===== src/rtl/ss_pkg.sv =====
// Shared types and constants for the serial sequence generator.
// The default pattern is the sequence the detector looks for.
package ss_pkg;

  localparam int DEFAULT_WIDTH = 4;
  localparam logic [DEFAULT_WIDTH-1:0] DEFAULT_PATTERN = 4'b1011;

  typedef enum logic [1:0] {
    ST_IDLE     = 2'd0,
    ST_SHIFT    = 2'd1,
    ST_GAP_WAIT = 2'd2,
    ST_DONE     = 2'd3
  } ss_state_t;

  // Counter width for a count range of n values; never narrower than one bit.
  function automatic int cnt_width(input int n);
    return (n <= 1) ? 1 : $clog2(n);
  endfunction

endpackage


===== src/rtl/ss_generator_if.sv =====
// Control/data bundle between a controller (master) and the generator (slave).
// start/pattern/repeat_count are sampled only while the generator is idle; the rest are registered outputs.
interface ss_generator_if
  import ss_pkg::*;
#(
  parameter int WIDTH = DEFAULT_WIDTH,
  parameter int REP_W = 4
) ();

  logic             start;
  logic [WIDTH-1:0] pattern;
  logic [REP_W-1:0] repeat_count;
  logic             out;
  logic             out_valid;
  logic             busy;
  logic             done;
  ss_state_t        state;

  modport master (
    output start, pattern, repeat_count,
    input  out, out_valid, busy, done, state
  );

  modport slave (
    input  start, pattern, repeat_count,
    output out, out_valid, busy, done, state
  );

endinterface


===== src/rtl/ss_piso.sv =====
// Parallel-in serial-out register, MSB first, zero fill on shift.
// Load takes priority over shift.
module ss_piso #(
  parameter int WIDTH = 4
) (
  input  logic             clock,
  input  logic             reset,
  input  logic             load,
  input  logic             shift,
  input  logic [WIDTH-1:0] din,
  output logic             msb
);

  logic [WIDTH-1:0] sreg;

  always_ff @(posedge clock) begin
    if (reset) begin
      sreg <= '0;
    end else if (load) begin
      sreg <= din;
    end else if (shift) begin
      sreg <= {sreg[WIDTH-2:0], 1'b0};
    end
  end

  assign msb = sreg[WIDTH-1];

endmodule


===== src/rtl/ss_generator.sv =====
// Serial sequence generator: sends a latched pattern MSB-first, optionally
// repeated with an idle gap, and signals busy and a one-cycle done pulse.
module ss_generator
  import ss_pkg::*;
#(
  parameter int WIDTH = DEFAULT_WIDTH,
  parameter int REP_W = 4,
  parameter int GAP   = 0
) (
  input logic           clock,
  input logic           reset,
  ss_generator_if.slave bus
);

  localparam int BIT_W = cnt_width(WIDTH);
  localparam int GAP_W = cnt_width(GAP + 1);
  localparam logic [BIT_W-1:0] LAST_BIT = BIT_W'(WIDTH - 1);
  localparam logic [GAP_W-1:0] LAST_GAP = GAP_W'((GAP > 0) ? GAP - 1 : 0);

  ss_state_t        state;
  logic [WIDTH-1:0] hold;
  logic [REP_W-1:0] rep_left;
  logic [BIT_W-1:0] bit_cnt;
  logic [GAP_W-1:0] gap_cnt;
  logic             out_valid_q;
  logic             busy_q;
  logic             done_q;

  logic             load;
  logic             shift;
  logic [WIDTH-1:0] load_data;
  logic             serial_bit;

  // The shift register drains to all zeros after the last bit, so its MSB
  // already reads 0 in every non-SHIFT state and can drive out directly.
  always_comb begin
    load      = 1'b0;
    shift     = 1'b0;
    load_data = hold;
    case (state)
      ST_IDLE: begin
        load      = bus.start;
        load_data = bus.pattern;
      end
      ST_SHIFT: begin
        shift = 1'b1;
        load  = (bit_cnt == LAST_BIT) && (rep_left != '0) && (GAP == 0);
      end
      ST_GAP_WAIT: load = (gap_cnt == LAST_GAP);
      default: ;
    endcase
  end

  ss_piso #(.WIDTH(WIDTH)) u_piso (
    .clock (clock),
    .reset (reset),
    .load  (load),
    .shift (shift),
    .din   (load_data),
    .msb   (serial_bit)
  );

  always_ff @(posedge clock) begin
    if (reset) begin
      state       <= ST_IDLE;
      hold        <= '0;
      rep_left    <= '0;
      bit_cnt     <= '0;
      gap_cnt     <= '0;
      out_valid_q <= 1'b0;
      busy_q      <= 1'b0;
      done_q      <= 1'b0;
    end else begin
      case (state)
        ST_IDLE: begin
          done_q <= 1'b0;
          if (bus.start) begin
            hold        <= bus.pattern;
            rep_left    <= bus.repeat_count;
            bit_cnt     <= '0;
            out_valid_q <= 1'b1;
            busy_q      <= 1'b1;
            state       <= ST_SHIFT;
          end
        end
        ST_SHIFT: begin
          bit_cnt <= bit_cnt + BIT_W'(1);
          if (bit_cnt == LAST_BIT) begin
            bit_cnt <= '0;
            if (rep_left == '0) begin
              out_valid_q <= 1'b0;
              busy_q      <= 1'b0;
              done_q      <= 1'b1;
              state       <= ST_DONE;
            end else if (GAP == 0) begin
              rep_left <= rep_left - REP_W'(1);
            end else begin
              out_valid_q <= 1'b0;
              gap_cnt     <= '0;
              state       <= ST_GAP_WAIT;
            end
          end
        end
        ST_GAP_WAIT: begin
          if (gap_cnt == LAST_GAP) begin
            rep_left    <= rep_left - REP_W'(1);
            out_valid_q <= 1'b1;
            state       <= ST_SHIFT;
          end else begin
            gap_cnt <= gap_cnt + GAP_W'(1);
          end
        end
        default: begin
          done_q <= 1'b0;
          state  <= ST_IDLE;
        end
      endcase
    end
  end

  assign bus.out       = serial_bit;
  assign bus.out_valid = out_valid_q;
  assign bus.busy      = busy_q;
  assign bus.done      = done_q;
  assign bus.state     = state;

endmodule


===== src/flat_wrapper.sv =====
// flat-port wrapper written by rule: the top's interface ports become plain ports
module ss_generator_flat import ss_pkg::*;
#(
  parameter int WIDTH = DEFAULT_WIDTH,
  parameter int REP_W = 4,
  parameter int GAP   = 0
)
  (clock, reset, bus_start, bus_pattern, bus_repeat_count, bus_out, bus_out_valid, bus_busy, bus_done, bus_state);
  ss_generator_if #(.WIDTH(WIDTH), .REP_W(REP_W)) bus_i ();
  input logic clock;
  input logic reset;
  input wire logic [$bits(bus_i.start)-1:0] bus_start;
  input wire logic [$bits(bus_i.pattern)-1:0] bus_pattern;
  input wire logic [$bits(bus_i.repeat_count)-1:0] bus_repeat_count;
  output wire logic [$bits(bus_i.out)-1:0] bus_out;
  output wire logic [$bits(bus_i.out_valid)-1:0] bus_out_valid;
  output wire logic [$bits(bus_i.busy)-1:0] bus_busy;
  output wire logic [$bits(bus_i.done)-1:0] bus_done;
  output wire logic [$bits(bus_i.state)-1:0] bus_state;
  assign bus_i.start = bus_start;
  assign bus_i.pattern = bus_pattern;
  assign bus_i.repeat_count = bus_repeat_count;
  assign bus_out = bus_i.out;
  assign bus_out_valid = bus_i.out_valid;
  assign bus_busy = bus_i.busy;
  assign bus_done = bus_i.done;
  assign bus_state = bus_i.state;
  ss_generator #(.WIDTH(WIDTH), .REP_W(REP_W), .GAP(GAP)) u_core (.clock(clock), .reset(reset), .bus(bus_i));
endmodule

===== config.mk =====
export PLATFORM = sky130hd
export DESIGN_NAME = ss_generator_flat
export DESIGN_NICKNAME = d
export VERILOG_FILES = /design/src/rtl/ss_pkg.sv /design/src/rtl/ss_generator_if.sv /design/src/rtl/ss_piso.sv /design/src/rtl/ss_generator.sv /design/src/flat_wrapper.sv
export SDC_FILE = /design/constraint.sdc
export NUM_CORES = 1
export LEC_CHECK = 0
export BUFFER_PORTS_ARGS = -buffer_cell sky130_fd_sc_hd__buf_2
export CELL_PAD_IN_SITES_DETAIL_PLACEMENT = 1
export CELL_PAD_IN_SITES_GLOBAL_PLACEMENT = 1
export CORE_MARGIN = 10
export CORE_UTILIZATION = 46
export CTS_BUF_LIST = sky130_fd_sc_hd__clkbuf_4 sky130_fd_sc_hd__clkbuf_8
export DETAILED_ROUTE_END_ITERATION = 6
export PLACE_DENSITY = 0.83
export SLEW_MARGIN = 20
export SYNTH_ARGS = -nofsm -noshare
export SYNTH_HDL_FRONTEND = slang
export SYNTH_HIERARCHICAL = 1
export SYNTH_SLANG_ARGS = --single-unit

===== constraint.sdc =====
create_clock -name clock -period 4.6 [get_ports clock]
set_clock_uncertainty 0.2 [all_clocks]
set_input_delay 0.69 -clock clock [delete_from_list [all_inputs] [get_ports clock]]
set_output_delay 0.69 -clock clock [all_outputs]
set_load 0.1 [all_outputs]

Word level (Yosys, flattened, before mapping)
Cells that the tools add are included.
Operators by class
  add/sub/neg operators: 3
  equal/unequal tests: 8
  multiplexer cells: 28
  bitwise gates (word level): 2
  reduce and logical (&&, ||, !) cells: 14
Operator list (count)
  4-bit two-way mux: 7
  2-bit two-way mux: 6
  4-bit case mux with 3 select lines: 1
  5-bit AND reduction: 2
  1-bit two-way mux: 8
  4-bit AND reduction: 2
  2-bit inequality test, second input constant: 3
  1-bit case mux with 3 select lines: 2
  2-bit case mux with 3 select lines: 1
  2-bit == test, second input constant: 2
  4-bit zero test: 1
  2-bit by 1-bit inequality test with 1-bit output, second input constant: 2
  1-bit case mux with 2 select lines: 2
  2-bit case mux with 2 select lines: 1
  2-bit AND reduction: 2
  2-bit nonzero test: 2
  4-bit nonzero test: 1
  4-bit by 1-bit subtractor with 4-bit output, second input constant: 1
  3-bit AND reduction: 1
  3-bit nonzero test: 1
  2-bit by 1-bit adder with 2-bit output, second input constant: 1
  2-bit by 1-bit == test with 1-bit output, second input constant: 1
  2-bit zero test: 1
  1-bit NOT: 2
  2 further kinds: 2
Word-level totals
  register bits: 20

Longest topological paths before layout
Gate-level depths: netlist of run 1.
  word-level depth: 4
  depth in mapped cells: 8
  mapped depth without buffers: 7

Modules after synthesis
Netlist of run 1, hierarchy kept.
By module, submodules not included
  ss_generator: instances 1, cells an instance 99, area an instance 858.3 um2, sequential area each 300.3 um2
  ss_piso: instances 1, cells an instance 17, area an instance 172.7 um2, sequential area each 80.1 um2

Worst setup path before layout of run 1
OpenSTA, ideal clock, no wires.
  path kind: flip-flop to flip-flop
  from: register u_core.state[1] (netlist: u_core/bus.state[1])
  to: register u_core.u_piso.sreg[0]
  setup time: 70 ps
  arrival: 2432 ps
  setup slack: 1898 ps
  cell stages (with the launch flop): 9
  path buffers: 1
  clock period less this slack: 2702 ps
  cell sequence: dfxtp_1 inv_1 ha_1 buf_4 nand2_2 o21ai_0 nor2b_1 or3b_1 a21oi_1
On the way
  word-level cells in the longest chain between the ends: 3
  elaborated cells between the ends (all ways): 8
  those cells by class: eq/ne: 2; mux: 4; reduce/logical: 2
RTL lines
  start: declaration: RTL line ss_generator.sv:20  | ss_state_t state;
  start signal: assignment: RTL line ss_generator.sv:65  | state <= ST_IDLE;
  start signal: assignment: RTL line ss_generator.sv:83  | state <= ST_SHIFT;
  start signal: assignment: RTL line ss_generator.sv:94  | state <= ST_DONE;
  2-bit by 1-bit == test with 1-bit output: RTL line ss_generator.sv:40  | case (state)
  1-bit two-way mux: RTL line ss_generator.sv:40
  via u_core.shift: RTL line ss_generator.sv:30  | logic shift;
  2-bit nonzero test (no source line)
  end signal: assignment: RTL line ss_piso.sv:20  | sreg <= din;
  end signal: assignment: RTL line ss_piso.sv:22  | sreg <= {sreg[WIDTH-2:0], 1'b0};
  end: declaration: RTL line ss_piso.sv:14  | logic [WIDTH-1:0] sreg;
The timed path passes the listed nets, and every way through them passes these cells.
A chain may end at the register's enable or synchronous reset.

Final worst setup path of run 1
  from: register u_core.state[1] (netlist: u_core/bus.state[1])
  to: register u_core.u_piso.sreg[1]
Same word-level chain as after synthesis.

==> impl_results.md, run 1 <==
- Status: completed
- CP dominant cell by count: inv_1
- Max VDD drop: 0.1718 mV
- Post-DP HPWL: 1.763 mm
- Area grow syn2layout: 11.29%
- Seq/Total Area, Yosys: 36.89%
- Post-Route WL: 2.339 mm
- Worst relative slew slack: 57.82%
- Violation count after the first detailed-route iteration: 31
- Setup TNS: 0 ns
- Post-synth EDFFs: 0
- Fin crit share: 49.64%
- Synth top area share: 36.89%
- Least-Margin Pin Slew: 0.6327 ns
- Horiz. Die Dim: 67.34 um
- Clock Tree Root: clkbuf_4
- Dpl cell area: 1117 um^2
- Starting density of the core: 47.52%
- Die ar.: 4535 um^2
- Fraction of layout cells with a size suffix above 1: 21.54%
- Max Buffers Root-to-Sink: 2
- DRC: 0
- Crit path buffers/inverters: 2
- Commonest non-fill, non-tap cell in the layout: dfxtp_1
- Max-slew violations: 0
- Fin area: 1147 um^2
- Top cell type by total area after synthesis: dfxtp_1
- Dpl cells: 154
- Wire per inst: 14.80 um
- Crit end category: register
- Post-CTS Setup Bufs: 0
- Crit path kind: reg2reg
- Crit Path Max Fanout: 14
- Detailed Routing Iterations Pass 1: 4
- Most frequent cells in the layout: dfxtp_1, buf_2, nor2_1
- Vias in the first global route: 891
- Largest net degree at the start of global routing: 21
- GR Util All Layers: 11.20%
- GRT overflow: 0
- CTS Hold Bufs: 0
- Syn_nets: 133
- Max-cap viol count: 0
- Startpoint types: register
- Footprint of the multi-input gates: 603.1 um^2
- Cell row count: 17
- Post-DRT Antenna Nets: 0
- CP delay by family, top: adder cells
- First-pass GRT wire length: 4.015 mm
- Critical path cell sequence: inv_1 -> ha_1 -> nand2_2 -> o21ai_0 -> nor2b_1 -> inv_1 -> a211oi_1
- IO buf count: 16
- Minimum clock period: 2.284 ns
- Cell Area, Synth: 1031 um^2
- Filler Cells Inserted: 283
- Post-synthesis cell count: 116
- Fin nets: 148
- Routability cong.: 0.7991
- Post-route insts no fill: 158
- YS warnings: 6
- Final setup violation count: 0
- Synth area leaders: dfxtp_1, ha_1, mux2i_1
- H-tree levels: 1
- Setup WS pre-CTS: 2.348 ns
- Clock Latency Late Sink: 0.29 ns
- Cts repair resizes: 0
- Worst Path Required: 4.61 ns
- RSZ-0062 raised after global routing: false
- Async set-reset flop share out of synthesis: 0%
- Synthesized area per cell: 8.888 um^2
- Main flop type after synthesis: dfxtp_1
- Die height: 67.34 um
- Final hold violations: 0
- Slowest stage delay, CP: 0.57 ns
- CTS tree: yes
- Seq cells post-synth: 19
- Final worst setup slack: 2.316 ns
- Clk slew on worst S/H paths: 0.11 ns
- Hold Crit Class: reg2reg
- Number of clock sinks: 19
- Cell area power density: 343.8 nW/um^2
- Vias per inst: 5.418
- Fmax: 437.9 MHz
- Synth unique cells: 29
- Cts bufs inserted: 3
- # diodes: 0
- Via count: 856
- Io pins: 17
- FF+latch area: 380.4 um^2
- Pleak: 0.4800 nW
- Antenna violations before repair: 0
- CP arrival: 2.29 ns
- Crit-path slowest cell: ha_1
- Core area: 2170 um^2
[logic make-up after synthesis]
family	after synthesis	share of synthesized area, %
AND/OR/NAND/NOR	41	20.87
AO/OA/AOI/OAI	26	17.48
flip-flops	19	36.89
buffers and inverters	11	4.612
multiplexers	11	11.17
adder cells (fa/ha/maj)	6	7.281
XOR/XNOR	2	1.699
[layout make-up]
type	instances	share of cell area, %
multi-input combinational	86	52.56
tap	28	3.053
sequential	19	33.15
timing repair buffer	16	6.979
inverter	5	1.636
clock buffer	4	2.617
[metal layers]
layer  track usage, %  vias to the layer above  share of wire, %
met5                0                        -                 0
met4            3.846                        0              0.73
met3            2.645                        2               4.9
met2            18.84                        9                47
met1            13.64                      408                47
li1                 -                      437                 -
[state kept, by name, summed over array words and instances (netlist names)]
register / count
u_core/bit_cnt: 2
u_core/bus.busy: 1
u_core/bus.done: 1
u_core/bus.out_valid: 1
u_core/bus.state: 2
u_core/hold: 4
u_core/rep_left: 4
u_core/u_piso/sreg: 4
[path summary, 6_finish.rpt]
kind,startpoint,to,slack (ns),cells after the start
worst min-delay path,u_core/hold[0]$_SDFFE_PP0P_,u_core/hold[0]$_SDFFE_PP0P_,0.26,2
worst min register to register,u_core/hold[0]$_SDFFE_PP0P_,u_core/hold[0]$_SDFFE_PP0P_,0.26,2
worst max register to register,u_core/bus.state[1]$_SDFFE_PP0P_,u_core/u_piso/sreg[1]$_SDFFE_PP0P_,2.32,7
worst max-delay path,u_core/bus.state[1]$_SDFFE_PP0P_,u_core/u_piso/sreg[1]$_SDFFE_PP0P_,2.32,7
[power breakdown]
group	internal (mW)	switching (mW)
sequential	0.177	0.00944
clock	0.0395	0.0500
combinational	0.0415	0.0765
[Yosys cell counts, types with 3 or more instances]
library cell  number
a211oi_1           7
a21oi_1           12
dfxtp_1           19
ha_1               6
inv_1              5
mux2_2             4
mux2i_1            7
nand2_1            6
nand3_1            5
nor2_1            16
nor2b_1            4
o21ai_0            3
[metrics by stage]
stage,util (%),hold slack (ns),total power [mW]
6_report,52.88,0.2631,0.3945
5_1_grt,52.88,0.3011,0.4215
4_1_cts,52.88,0.2668,0.4010
3_5_place_dp,51.50,0.2503,0.3089
3_3_place_gp,51.50,0.2390,0.3050
2_1_floorplan,-,0.2338,0.2871
[worst reg2reg max path: stages, from the launching register on]
cell      delay, ns
dfxtp_1        0.36
inv_1          0.11
ha_1           0.57
nand2_2        0.16
o21ai_0        0.16
nor2b_1        0.31
inv_1          0.13
a211oi_1       0.22
No activity file was read; power rests on OpenSTA's default activity.
==> inputs of run 2 (changes only) <==
--- a/config.mk
+++ b/config.mk
@@ -5,14 +5,15 @@
 export SDC_FILE = /design/constraint.sdc
 export NUM_CORES = 1
 export LEC_CHECK = 0
+export ABC_AREA = 1
 export BUFFER_PORTS_ARGS = -buffer_cell sky130_fd_sc_hd__buf_2
 export CELL_PAD_IN_SITES_DETAIL_PLACEMENT = 1
 export CELL_PAD_IN_SITES_GLOBAL_PLACEMENT = 1
 export CORE_MARGIN = 10
-export CORE_UTILIZATION = 46
+export CORE_UTILIZATION = 36
 export CTS_BUF_LIST = sky130_fd_sc_hd__clkbuf_4 sky130_fd_sc_hd__clkbuf_8
 export DETAILED_ROUTE_END_ITERATION = 6
-export PLACE_DENSITY = 0.83
+export PLACE_DENSITY = 0.74
 export SLEW_MARGIN = 20
 export SYNTH_ARGS = -nofsm -noshare
 export SYNTH_HDL_FRONTEND = slang
==> constraint.sdc (replaced) <==
create_clock -name clock -period 2.1 [get_ports clock]
set_clock_uncertainty 0.2 [all_clocks]
set_input_delay 0.315 -clock clock [delete_from_list [all_inputs] [get_ports clock]]
set_output_delay 0.315 -clock clock [all_outputs]
set_load 0.1 [all_outputs]
==> run 2 against run 1 <==
  * Register-to-register slack worse by 2.1 ns
  * Critical endpoint is now u_core/bit_cnt[1]$_SDFFE_PP0P_
  * Sequential power grew to 2.7 times the previous value
  * Via count is 21% higher
  * Synthesized cell count is 35% higher
  * Design area is 5.6% higher
  * Non-clock buffer count is 3 higher
  * Count of clock-buffer cells in the layout stayed put
  * Synthesized area is 1.2% higher
  * Sequential cell count stayed put
  * Hold slack worse by 0.18 ns
  * Cell count is 32% higher
==> impl_results.md, run 2 <==
- Status: completed
- Crit path buffers/inverters: 2 (unchanged)
- Synth area leaders: dfxtp_1, nand2_1, inv_1
- Least-Margin Pin Slew: 0.4908 ns (-0.1419 ns)
- Commonest non-fill, non-tap cell in the layout: nand2_1
- Most frequent cells in the layout: nand2_1, inv_1, nor2_1, dfxtp_1, buf_2
- Routability cong.: 0.8457 (+5.8%)
- Vias in the first global route: 1068 (+20%)
- Post-synth EDFFs: 0 (unchanged)
- IO buf count: 16 (unchanged)
- Minimum clock period: 1.869 ns (-0.4146 ns)
- Pleak: 0.6185 nW (+29%)
- Io pins: 17 (unchanged)
- Detailed Routing Iterations Pass 1: 4 (unchanged)
- GRT overflow: 0 (unchanged)
- Slowest stage delay, CP: 0.38 ns (-0.19 ns)
- CP dominant cell by count: inv_1
- Fmax: 535.0 MHz (+22%)
- Min Hold Slack: 0.08538 ns (-0.1777 ns)
- Area grow syn2layout: 16.07%
- Clk slew on worst S/H paths: 0.12 ns (about the same)
- RSZ-0062 raised after global routing: false
- Hold Crit Class: in2reg
- Max VDD drop: 0.5403 mV (+210%)
- Seq cells post-synth: 19 (unchanged)
- Synth unique cells: 21 (-28%)
- CTS Hold Bufs: 0 (unchanged)
- Cell row count: 19 (+2)
- Number of clock sinks: 19 (unchanged)
- CTS tree: yes
- Max-cap viol count: 0 (unchanged)
- Antenna violations before repair: 0 (unchanged)
- Fraction of layout cells with a size suffix above 1: 18.08% (-3.5 points)
- Fin crit share: 89.00% (+39 points)
- CP arrival: 1.90 ns (-0.39 ns)
- Post-DP HPWL: 2.149 mm (+22%)
- GR Util All Layers: 10.71% (-0.48 points)
- Critical path cell sequence: inv_1 -> ha_2 -> inv_1 -> or2_1 -> o21ai_1 -> nand2_1 -> a21oi_1
- Horiz. Die Dim: 73.84 um (+9.7%)
- Synthesized area per cell: 6.647 um^2 (-25%)
- Max Buffers Root-to-Sink: 2 (unchanged)
- Post-DRT Antenna Nets: 0 (unchanged)
- Post-synthesis cell count: 157 (+35%)
- Setup TNS: 0 ns (unchanged)
- Clock Latency Late Sink: 0.30 ns (about the same)
- Crit Path Max Fanout: 11 (-3)
- Wire per inst: 13.09 um (-12%)
- Final setup violation count: 0 (unchanged)
- H-tree levels: 1 (unchanged)
- First-pass GRT wire length: 4.726 mm (+18%)
- Most common cell in the netlist: nand2_1
- Max-slew violations: 0 (unchanged)
- Vias per inst: 4.962 (-8.4%)
- Fin nets: 195 (+32%)
- Final hold violations: 0 (unchanged)
- Startpoint types: register
- DRC: 0 (unchanged)
- Worst relative slew slack: 67.50% (+9.7 points)
- Cell Area, Synth: 1044 um^2 (+1.2%)
- Die height: 73.84 um (+9.7%)
- # diodes: 0 (unchanged)
- Via count: 1032 (+21%)
- Crit path kind: reg2reg
- CP delay by family, top: simple AND/OR/NAND/NOR gates
- Syn_nets: 174 (+31%)
- Violation count after the first detailed-route iteration: 41 (+32%)
- Core area: 2758 um^2 (+27%)
- Async set-reset flop share out of synthesis: 0% (unchanged)
- Met2 usage: 18.94% (+0.10 points)
- Die ar.: 5452 um^2 (+20%)
- Post-CTS Setup Bufs: 0 (unchanged)
- Post-Route WL: 2.722 mm (+16%)
- GR Util met1: 11.57% (-2.1 points)
- Layer with the highest usage: met2
- Met3 Resource Use GR: 3.903% (+1.3 points)
- Regs by FF count: u_core/hold x4, u_core/rep_left x4, u_core/u_piso/sreg x4
- Largest net degree at the start of global routing: 12 (-43%)
- Main flop type after synthesis: dfxtp_1
- Crit end category: register
- Synth top area share: 36.45% (-0.44 points)
- Seq/Total Area, Yosys: 36.45% (-0.44 points)
- Commonest cells post-synth: nand2_1, inv_1, dfxtp_1, nor2_1
- Cell area power density: 1278 nW/um^2 (+270%)
- Starting density of the core: 37.84% (-9.7 points)
- Top cell type by total area after synthesis: dfxtp_1
- Clock Tree Root: clkbuf_4
- Worst Path Required: 2.13 ns (-2.48 ns)
- YS warnings: 6 (unchanged)
- Crit-path slowest cell: dfxtp_4
- Cts bufs inserted: 3 (unchanged)
==> run 2: changes by cell type after synthesis, sizes merged, moves of 6 or more <==
cell	change
nand3	+6
mux2i	-7
o21ai	+10
a211oi	-7
inv	+20
nand2	+36
==> run 2: final timing paths <==
check / cells after the start / slack (ns) / end / startpoint
max: 7 / 0.23 / u_core/bit_cnt[1]$_SDFFE_PP0P_ / u_core/bus.state[1]$_SDFFE_PP0P_
min: 2 / 0.09 / u_core/u_piso/sreg[2]$_SDFFE_PP0P_ / reset
max reg2reg: 7 / 0.23 / u_core/bit_cnt[1]$_SDFFE_PP0P_ / u_core/bus.state[1]$_SDFFE_PP0P_
min reg2reg: 2 / 0.26 / u_core/hold[1]$_SDFFE_PP0P_ / u_core/hold[1]$_SDFFE_PP0P_
==> run 2: area by class of cell <==
cell class              instances  area (um^2)
fillers                       362         1546
multi-input cells             110        558.0
flip-flops and latches         19        387.9
repair buffers                 19        102.6
inverters                      25        93.84
well taps                      31        38.79
clock buffers                   4        30.03
==> run 2: power breakdown <==
| part | leakage, nW | internal, mW | total (mW) | switching [mW] |
|---|---|---|---|---|
| clock network | 0.0184 | 0.0867 | 0.203 | 0.116 |
| logic | 0.442 | 0.247 | 0.841 | 0.594 |
| registers | 0.158 | 0.450 | 0.504 | 0.0539 |
==> run 2: worst reg2reg max path, stage by stage, from the launching register on <==
cell,delay (ns)
dfxtp_4,0.38
inv_1,0.08
ha_2,0.29
inv_1,0.09
or2_1,0.33
o21ai_1,0.20
nand2_1,0.10
a21oi_1,0.14
==> run 2: cells by family after synthesis <==
| logic type | count (synthesis) | synth area share (%) |
|---|---|---|
| AND/OR/NAND/NOR | 77 | 32.13 |
| buffers and inverters | 28 | 10.31 |
| AO/OA/AOI/OAI | 27 | 13.91 |
| flip-flops | 19 | 36.45 |
| adder cells (fa/ha/maj) | 6 | 7.194 |
==> run 2: stage by stage <==
stage | utilization, % | setup WS [ns] | total power [mW] | instance area, um^2 | instances
finish | 43.92 | 0.2310 | 1.548 | 1211 | 208
global route | 43.92 | 0.08293 | 1.700 | 1211 | 208
detailed placement | 42.74 | 0.2253 | 1.351 | 1179 | 204
floorplan | - | 0.009505 | 1.167 | 1051 | 157
global placement | 42.74 | 0.3145 | 1.317 | 1179 | 204
CTS | 43.83 | 0.1193 | 1.564 | 1209 | 208
==> run 2: what timing repair did <==
item,4_1_cts,5_1_grt
resized for setup,0,1
setup endpoints to repair,0,3
hold endpoints to repair,0,0
==> run 2: layer usage <==
| metal | vias up | wire length, um |
|---|---|---|
| met5 | - | 0 |
| met1 | 478 | 1226 |
| met2 | 12 | 1367 |
| met4 | 0 | 19 |
| met3 | 4 | 109 |
| li1 | 538 | - |
==> inputs of run 3 (changes only) <==
--- a/config.mk
+++ b/config.mk
@@ -10,10 +10,10 @@
 export CELL_PAD_IN_SITES_DETAIL_PLACEMENT = 1
 export CELL_PAD_IN_SITES_GLOBAL_PLACEMENT = 1
 export CORE_MARGIN = 10
-export CORE_UTILIZATION = 36
-export CTS_BUF_LIST = sky130_fd_sc_hd__clkbuf_4 sky130_fd_sc_hd__clkbuf_8
+export CORE_UTILIZATION = 34
+export CTS_BUF_LIST = sky130_fd_sc_hd__clkbuf_16
 export DETAILED_ROUTE_END_ITERATION = 6
-export PLACE_DENSITY = 0.74
+export PLACE_DENSITY = 0.7
 export SLEW_MARGIN = 20
 export SYNTH_ARGS = -nofsm -noshare
 export SYNTH_HDL_FRONTEND = slang
==> run 3 against run 2 <==
  * Global-route usage is 0.26 points higher
  * Design area is 4.6% higher
  * Worst setup slack better by 0.13 ns
  * Core utilization is 1.7 points lower
  * Clock power is 91% higher
  * Highest routed layer unchanged
  * Total power is 13% higher
  * Critical path depth is 2 higher
  * Sequential share of layout area is 1.4 points lower
  * Critical endpoint is now u_core/u_piso/sreg[0]$_SDFFE_PP0P_
==> impl_results.md, run 3 (synthesized netlist as in run 2, its figures left out) <==
- Status: completed
- Fin nets: 196 (+0.51%)
- R2r setup slk: 0.36 ns (+0.13 ns)
- # diodes: 0 (unchanged)
- Io pins: 17 (unchanged)
- Wire per inst: 13.43 um (+2.6%)
- Die height: 75.40 um (+2.1%)
- Setup TNS: 0 ns (unchanged)
- Number of clock sinks: 19 (unchanged)
- Min-delay src: reset
- Post-Route WL: 2.833 mm (+4.1%)
- Final hold violations: 0 (unchanged)
- Reg2reg end: u_core/u_piso/sreg[0]$_SDFFE_PP0P_
- Crit path to: u_core/u_piso/sreg[0]$_SDFFE_PP0P_
- Core area: 3003 um^2 (+8.9%)
- Worst Path Required: 2.07 ns (-0.06 ns)
- Crit-path slowest cell: dfxtp_1
- Crit Path Max Fanout: 6 (-5)
- CP arrival: 1.71 ns (-0.19 ns)
- Cell depth of the worst setup path: 9 (+2)
- Regs by FF count: u_core/hold x4, u_core/rep_left x4, u_core/u_piso/sreg x4
- Fraction of layout cells with a size suffix above 1: 17.42% (-0.66 points)
- Crit path kind: reg2reg
- Startpoint types: register
- Cts repair resizes: 0 (unchanged)
- Post-DRT Antenna Nets: 0 (unchanged)
- Antenna violations before repair: 0 (unchanged)
- DRC: 0 (unchanged)
- CP dominant cell by count: nand2_1
- Die ar.: 5685 um^2 (+4.3%)
- Fmax: 574.2 MHz (+7.3%)
- Crit path buffers/inverters: 2 (unchanged)
- Horiz. Die Dim: 75.40 um (+2.1%)
- Cell row count: 20 (+1)
- Slowest stage delay, CP: 0.31 ns (-0.07 ns)
- RR Startpoint: u_core/rep_left[0]$_SDFFE_PP0P_
- H-tree levels: 1 (unchanged)
- Violation count after the first detailed-route iteration: 26 (-37%)
- Max VDD drop: 0.4652 mV (-14%)
- Cell area power density: 1377 nW/um^2 (+7.7%)
- Minimum clock period: 1.741 ns (-0.1276 ns)
- Clk slew on worst S/H paths: 0.05 ns (-0.07 ns)
- Vias in the first global route: 1149 (+7.6%)
- CP delay by family, top: simple AND/OR/NAND/NOR gates
- Detailed Routing Iterations Pass 1: 3 (-1)
- Max-slew violations: 0 (unchanged)
- Worst relative slew slack: 67.52% (about the same)
- Hold Crit Class: in2reg
- Commonest non-fill, non-tap cell in the layout: nand2_1
- Vias per inst: 4.829 (-2.7%)
- Starting density of the core: 34.75% (-3.1 points)
- GR Util All Layers: 10.97% (+0.26 points)
- Clock Latency Late Sink: 0.25 ns (-0.05 ns)
- Critical path cell sequence: inv_1 -> ha_1 -> nand2_1 -> nand3_1 -> a31oi_1 -> buf_4 -> nor2_2 -> nand2_1 -> a21oi_1
- Routability cong.: 0.8953 (+5.9%)
- GRT overflow: 0 (unchanged)
- Largest net degree at the start of global routing: 12 (unchanged)
- Reg2reg path depth: 9 (+2)
- First-pass GRT wire length: 4.919 mm (+4.1%)
- Least-Margin Pin Slew: 0.4905 ns (-0.0003014 ns)
- Post-CTS Setup Bufs: 0 (unchanged)
- Area grow syn2layout: 21.46%
- IO buf count: 16 (unchanged)
- Via count: 1019 (-1.3%)
- Max-cap viol count: 0 (unchanged)
- Final setup violation count: 0 (unchanged)
- Max Buffers Root-to-Sink: 2 (unchanged)
- RSZ-0062 raised after global routing: false
- Clock Tree Root: clkbuf_16
- CTS tree: yes
- Fin crit share: 82.92% (-6.1 points)
- Most frequent cells in the layout: nand2_1, inv_1, nor2_1, dfxtp_1, buf_2
- CTS Hold Bufs: 0 (unchanged)
- CP Launch Point: u_core/rep_left[0]$_SDFFE_PP0P_
- Post-DP HPWL: 2.244 mm (+4.4%)
- Total Power: 1.745 mW (+13%)
- Pleak: 0.6478 nW (+4.7%)
- Cts bufs inserted: 3 (unchanged)
- Crit end category: register
run 3: cell count changes in the layout (fill, tap and decap cells not counted), sizes merged:
cell    before  now
buf         19   20
clkbuf       4    3
inv         25   26
run 3: worst min path at each step:
stage,end,slack [ns],depth (start not counted)
2_1_floorplan,u_core/bus.state[0]$_SDFFE_PP0P_,0.17,1
3_3_place_gp,u_core/hold[3]$_SDFFE_PP0P_,0.23,2
3_5_place_dp,u_core/hold[3]$_SDFFE_PP0P_,0.25,2
4_1_cts,u_core/u_piso/sreg[2]$_SDFFE_PP0P_,0.14,2
5_1_grt,u_core/u_piso/sreg[2]$_SDFFE_PP0P_,0.15,2
6_report,u_core/u_piso/sreg[2]$_SDFFE_PP0P_,0.14,2
run 3: final cells by class:
type                            count  area [um^2]
Tap cell                           33        41.29
Clock inverter                      1        3.754
Sequential cell                    19        387.9
Multi-Input combinational cell    110        555.5
Clock buffer                        3        75.07
Timing Repair Buffer               20        110.1
Fill cell                         407         1735
Inverter                           25        93.84
run 3: metal layers:
layer / wire [um] / track usage, %
met5: 0 / 0
met4: 29 / 4.330
met3: 79 / 2.083
met2: 1418 / 19.74
met1: 1305 / 12.37
run 3: where the power goes:
group          total (mW)  internal, mW  switching [mW]
Combinational       0.850         0.250           0.600
Sequential          0.508         0.452          0.0559
Clock               0.388         0.253           0.134
run 3: through the flow:
stage | utilization (%) | cells | hold slack (ns) | setup WS, ns | instance area [um^2]
after floorplan | - | 157 | 0.1744 | 0.009505 | 1051
after global placement | 39.58 | 207 | 0.2346 | 0.4440 | 1189
after detailed placement | 39.58 | 207 | 0.2481 | 0.3821 | 1189
after CTS | 42.21 | 211 | 0.1395 | 0.3436 | 1267
after global routing | 42.21 | 211 | 0.1490 | 0.1833 | 1267
final | 42.21 | 211 | 0.1368 | 0.3586 | 1267
